File: src/rtl/riscv_pkg.sv
// Shared RV32 constants for the fetch front end: canonical NOP, PC step and
// the default reset/halt fetch addresses.
package riscv_pkg;

  localparam logic [31:0] RV_NOP      = 32'h0000_0013;
  localparam logic [31:0] RV_PC_STEP  = 32'd4;
  localparam logic [31:0] RV_RESET_PC = 32'h0000_0000;
  localparam logic [31:0] RV_HALT_PC  = 32'hFFFF_FFFC;

endpackage

File: src/rtl/fetch_fifo.sv
// Synchronous FIFO holding {pc, inst} fetch results. Flush empties it in one
// cycle; pointers wrap explicitly so DEPTH need not be a power of two.
module fetch_fifo #(
  parameter int WIDTH = 64,
  parameter int DEPTH = 4,
  localparam int PTR_W = $clog2(DEPTH),
  localparam int CNT_W = $clog2(DEPTH + 1)
) (
  input  logic             clk_i,
  input  logic             rst_i,
  input  logic             push_i,
  input  logic             pop_i,
  input  logic             flush_i,
  input  logic [WIDTH-1:0] data_i,
  output logic [CNT_W-1:0] count_o,
  output logic [WIDTH-1:0] head_o
);

  logic [WIDTH-1:0] mem_q [DEPTH];
  logic [PTR_W-1:0] head_q, head_d;
  logic [PTR_W-1:0] tail_q, tail_d;
  logic [CNT_W-1:0] count_q, count_d;

  function automatic logic [PTR_W-1:0] ptr_inc(input logic [PTR_W-1:0] p);
    if (p == PTR_W'(DEPTH - 1)) begin
      return '0;
    end else begin
      return p + PTR_W'(1);
    end
  endfunction

  // Pointer and occupancy next-state; flush overrides push and pop.
  always_comb begin
    head_d  = head_q;
    tail_d  = tail_q;
    count_d = count_q;
    if (flush_i) begin
      head_d  = '0;
      tail_d  = '0;
      count_d = '0;
    end else begin
      if (push_i) begin
        tail_d = ptr_inc(tail_q);
      end else begin
        tail_d = tail_q;
      end
      if (pop_i) begin
        head_d = ptr_inc(head_q);
      end else begin
        head_d = head_q;
      end
      case ({push_i, pop_i})
        2'b10:   count_d = count_q + CNT_W'(1);
        2'b01:   count_d = count_q - CNT_W'(1);
        default: count_d = count_q;
      endcase
    end
  end

  // Pointer and occupancy registers.
  always_ff @(posedge clk_i) begin
    if (rst_i) begin
      head_q  <= '0;
      tail_q  <= '0;
      count_q <= '0;
    end else begin
      head_q  <= head_d;
      tail_q  <= tail_d;
      count_q <= count_d;
    end
  end

  // Storage carries no reset: entries are only observed below count_q.
  always_ff @(posedge clk_i) begin
    if (push_i && !flush_i && !rst_i) begin
      mem_q[tail_q] <= data_i;
    end
  end

  assign count_o = count_q;
  assign head_o  = mem_q[head_q];

endmodule

File: src/rtl/if_prefetch.sv
// Instruction-fetch front end: sequential PC generation toward a one-cycle
// synchronous instruction memory, with results queued for ID via valid/ready.
module if_prefetch
  import riscv_pkg::*;
#(
  parameter int WORD_BITWIDTH = 32,
  parameter int DEPTH = 4,
  parameter logic [WORD_BITWIDTH-1:0] RESET_PC = WORD_BITWIDTH'(RV_RESET_PC),
  parameter logic [WORD_BITWIDTH-1:0] HALT_PC  = WORD_BITWIDTH'(RV_HALT_PC),
  localparam int CNT_W = $clog2(DEPTH + 1)
) (
  input  logic                     clk,
  input  logic                     rst,
  output logic [WORD_BITWIDTH-1:0] inst_addr_o,
  output logic                     inst_ce_o,
  input  logic [WORD_BITWIDTH-1:0] inst_i,
  input  logic                     redirect_i,
  input  logic [WORD_BITWIDTH-1:0] redirect_pc_i,
  output logic                     id_valid_o,
  input  logic                     id_ready_i,
  output logic [WORD_BITWIDTH-1:0] id_pc_o,
  output logic [WORD_BITWIDTH-1:0] id_inst_o,
  output logic [CNT_W-1:0]         occ_o
);

  localparam int W = WORD_BITWIDTH;

  logic [W-1:0]     pc_q, pc_d;
  logic             inflight_q, inflight_d;
  logic [W-1:0]     inflight_pc_q, inflight_pc_d;
  logic [CNT_W-1:0] count_s;
  logic [2*W-1:0]   head_s;
  logic             valid_s, pop_s, push_s, issue_s;
  logic [CNT_W:0]   pending_s;

  // Handshake and issue decisions for this cycle.
  always_comb begin
    valid_s   = (count_s != '0) & ~redirect_i;
    pop_s     = valid_s & id_ready_i;
    push_s    = inflight_q & ~redirect_i;
    // Slots already claimed after this cycle's pop; an issue must leave room.
    pending_s = {1'b0, count_s} + {{CNT_W{1'b0}}, inflight_q} - {{CNT_W{1'b0}}, pop_s};
    issue_s   = ~rst & ~redirect_i & (pc_q != HALT_PC) & (pending_s < (CNT_W + 1)'(DEPTH));
  end

  // Fetch PC and in-flight tracking next-state.
  always_comb begin
    pc_d          = pc_q;
    inflight_d    = 1'b0;
    inflight_pc_d = inflight_pc_q;
    if (redirect_i) begin
      pc_d = redirect_pc_i;
    end else if (issue_s) begin
      inflight_d    = 1'b1;
      inflight_pc_d = pc_q;
      pc_d          = pc_q + W'(RV_PC_STEP);
    end else begin
      pc_d = pc_q;
    end
  end

  // Fetch state registers.
  always_ff @(posedge clk) begin
    if (rst) begin
      pc_q          <= RESET_PC;
      inflight_q    <= 1'b0;
      inflight_pc_q <= RESET_PC;
    end else begin
      pc_q          <= pc_d;
      inflight_q    <= inflight_d;
      inflight_pc_q <= inflight_pc_d;
    end
  end

  fetch_fifo #(
    .WIDTH(2 * W),
    .DEPTH(DEPTH)
  ) u_fifo (
    .clk_i  (clk),
    .rst_i  (rst),
    .push_i (push_s),
    .pop_i  (pop_s),
    .flush_i(redirect_i),
    .data_i ({inflight_pc_q, inst_i}),
    .count_o(count_s),
    .head_o (head_s)
  );

  assign inst_addr_o = pc_q;
  assign inst_ce_o   = issue_s;
  assign id_valid_o  = valid_s;
  assign id_pc_o     = valid_s ? head_s[2*W-1:W] : '0;
  assign id_inst_o   = valid_s ? head_s[W-1:0] : W'(RV_NOP);
  assign occ_o       = count_s;

endmodule

File: config.mk
export PLATFORM = sky130hd
export DESIGN_NAME = if_prefetch
export DESIGN_NICKNAME = d
export VERILOG_FILES = /design/src/rtl/riscv_pkg.sv /design/src/rtl/fetch_fifo.sv /design/src/rtl/if_prefetch.sv
export SDC_FILE = /design/constraint.sdc
export NUM_CORES = 1
export LEC_CHECK = 0
export ABC_AREA = 0
export CAP_MARGIN = 25
export CORE_ASPECT_RATIO = 1.5
export CORE_UTILIZATION = 59
export DETAILED_ROUTE_END_ITERATION = 8
export GPL_TIMING_DRIVEN = 0
export HOLD_SLACK_MARGIN = 0.1
export PLACE_DENSITY_LB_ADDON = 0.05
export SETUP_SLACK_MARGIN = 0.5
export SYNTH_ARGS = -nofsm -noshare
export SYNTH_HDL_FRONTEND = slang
export SYNTH_SLANG_ARGS = --single-unit
File: constraint.sdc
create_clock -name clk -period 9.5 [get_ports clk]
set_input_delay 2.85 -clock clk [delete_from_list [all_inputs] [get_ports clk]]
set_output_delay 2.85 -clock clk [all_outputs]
set_load 0.02 [all_outputs]
==> flow_summary.ini <==
[power_and_ir_drop]
ir_drop_uv = 180
powerDensity_nw_per_um2 = 177
p_total_uw = 2870
leakage_uw = 0.00551

[run_status]
outcome = complete, no violations

[timing]
finClkSkew_ns = 0.0260
hold_viol = 0
period_minus_slack_ns = 8.80
setup_violations = 0
rsz0062_at_grt = no
slew-limit-headroom_pct = 38.1
worst_slew_pin_slew_ns = 0.928
setup_tns_ns = 0
holdWs_ns = 0.502
fmax_mhz = 114
drv_slew = 0
fin_crit_sh_pct = 92.7

[floorplanning]
fp-row-count = 66
die_h_um = 185
core_area_um2 = 21800
start_util_pct = 60.7
die_x_um = 124
top_level_ports = 169
dieArea_um2 = 23000

[clocking]
cts_buffers = 27
path_clk_slew_ns = 0.07
numClockSinks = 330
cts_tree = built
cts_root_buf = clkbuf_16
htree_levels = 1
clock_path_buffers = 3
insertion_delay_ns = 0.55

[yosys]
syn_avg_cell_area_um2 = 16.1
syn_area_um2 = 13200
yosysTopAreaCell = edfxtp_1
syn_inst = 820
ys_types = 47
synthArstFlopShare_pct = 0
synth_top_area_share_pct = 58.1
seq_area_frac_synth_pct = 69.3
synth_nets = 899
ys_warn_count = 0
synth_ff_type = edfxtp_1
synthTopCellsByArea = edfxtp_1, dfxtp_1, mux4_2
synth_seq_cells = 330
synth_edf_count = 256

[route]
wirelength_um = 28700
viasPerCell = 5.94
drcViolationCount = 0
dr.first_iter.drc_count = 523
drt_pass1_iterations = 5
wl_per_cell_um = 21.8
vias = 7813
antenna_left = 0

[cells_and_area]
nFillCells = 1346
stdcell_area_um2 = 16300
nets = 1101
drive_gt1_share_pct = 12.8
final_common_cell = edfxtp_1
final_cell_mix = edfxtp_1, clkdlybuf4s50_1, dfxtp_1, nor2_1, mux4_2
area_growth_pct = 23.1
diodes = 0

[worst_setup_path]
criticalPathCategory = input pin to output port
crit_fanout = 10
critPathLaunchType = input pin
arrival_ns = 5.95
critPathCaptureType = output port
worstPathRequired_ns = 6.65

[global_routing]
grt_max_degree = 36
grt_pass1_wl_um = 44200
overflow = 0
grt_pass1_vias = 7883
grt_usage_pct = 25.1
antenna_found_initial = 0

[place]
place.gp.congestion = 0.899
post-dp-hpwl_um = 18900
portBuffers = 168
dpl_cell_area_um2 = 15300

[job]
maxCapViolCount = 0

[worst_hold_path]
hp-class = register to register
==> registers in the layout, summed over array words and instances (netlist names), named ones only <==
signal,flops
u_fifo.tail_q,2
inflight_q,1
u_fifo.head_q,2
u_fifo.mem_q,256
u_fifo.count_o,3
inst_addr_o,32
inflight_pc_q,32
==> worst max-delay path, cell delays in order <==
cell,delay [ns]
clkdlybuf4s50_1,0.49
clkbuf_4,0.26
nor2_4,0.13
nand2_1,0.12
inv_1,0.12
nand2_1,0.06
ha_1,0.28
nand3b_1,0.16
nand3_1,0.10
o21a_1,0.11
o211a_1,0.16
nor4_1,0.24
buf_4,0.24
buf_4,0.26
dlygate4sd2_1,0.36
==> power by group <==
| part | internal, µW | switching [µW] | leakage, µW | total (µW) |
|---|---|---|---|---|
| sequential | 1570 | 25.7 | 0.00312 | 1590 |
| combinational | 71.3 | 71.6 | 0.00193 | 143 |
| clock | 642 | 495 | 0.000454 | 1140 |
==> synth_stat cells (9+ instances only) <==
library cell / n
dfxtp_1: 74
xnor2_1: 10
a21oi_1: 13
a311oi_1: 13
mux4_2: 64
a211oi_1: 12
mux2i_1: 36
nand2_1: 20
ha_1: 10
clkbuf_1: 32
or4_1: 9
nor2_1: 69
nor4_1: 11
inv_1: 18
and2_1: 63
nand3_1: 10
nor3_1: 10
and3_1: 11
edfxtp_1: 256
==> repair_timing <==
item | 4_1_cts | 5_1_grt
pin swaps | 1 | 0
endpoints found under the setup margin | 1 | 1
gates resized for setup | 8 | 1
setup buffers | 1 | 0
hold buffers | 0 | 0
==> metrics by stage <==
| step | utilization, % | setup WS (ns) | cells |
|---|---|---|---|
| CTS | 74.7 | 0.717 | 1315 |
| detailed placement | 70.4 | -0.932 | 1264 |
| floorplan | - | 1.43 | 820 |
| global route | 74.7 | 0.513 | 1315 |
| global placement | 69.9 | -0.869 | 1260 |
| finish | 74.7 | 0.695 | 1315 |
==> final timing paths <==
check | startpoint | endpoint | slack (ns) | cells after the start
min | u_fifo.head_q[1] | u_fifo.head_q[1] | 0.50 | 2
min reg2reg | u_fifo.head_q[1] | u_fifo.head_q[1] | 0.50 | 2
max | redirect_i | inst_ce_o | 0.70 | 15
max reg2reg | u_fifo.count_o[2] | inst_addr_o[19] | 5.70 | 15
==> cells by family (layout without fill, tap and decap cells) <==
family,after synthesis,in the layout,synth area share [%]
multiplexers,100,100,13.6
flip-flops,330,330,69.3
XOR/XNOR,12,12,0.795
adder cells (fa/ha/maj),11,11,1.10
buffers and inverters,68,291,2.05
AO/OA/AOI/OAI,68,68,3.72
AND/OR/NAND/NOR,231,231,9.38
==> routing by layer <==
metal	GRT usage, %	wire (µm)
met5	0	0
met4	8.14	808
met3	3.44	1670
met2	44.1	14800
met1	32.3	11400
==> final cells by class <==
cell class                      instances  area, µm²  share of cell area (%)
Buffer                                 48        206                    1.27
Clock buffer                           39        802                    4.93
Clock inverter                         11        111                   0.684
Inverter                               20       75.1                   0.461
Multi-Input combinational cell        422       3810                    23.4
Sequential cell                       330       9170                    56.3
Tap cell                              272        340                    2.09
Timing Repair Buffer                  173       1770                    10.9
(Power assumes the default switching activity.)
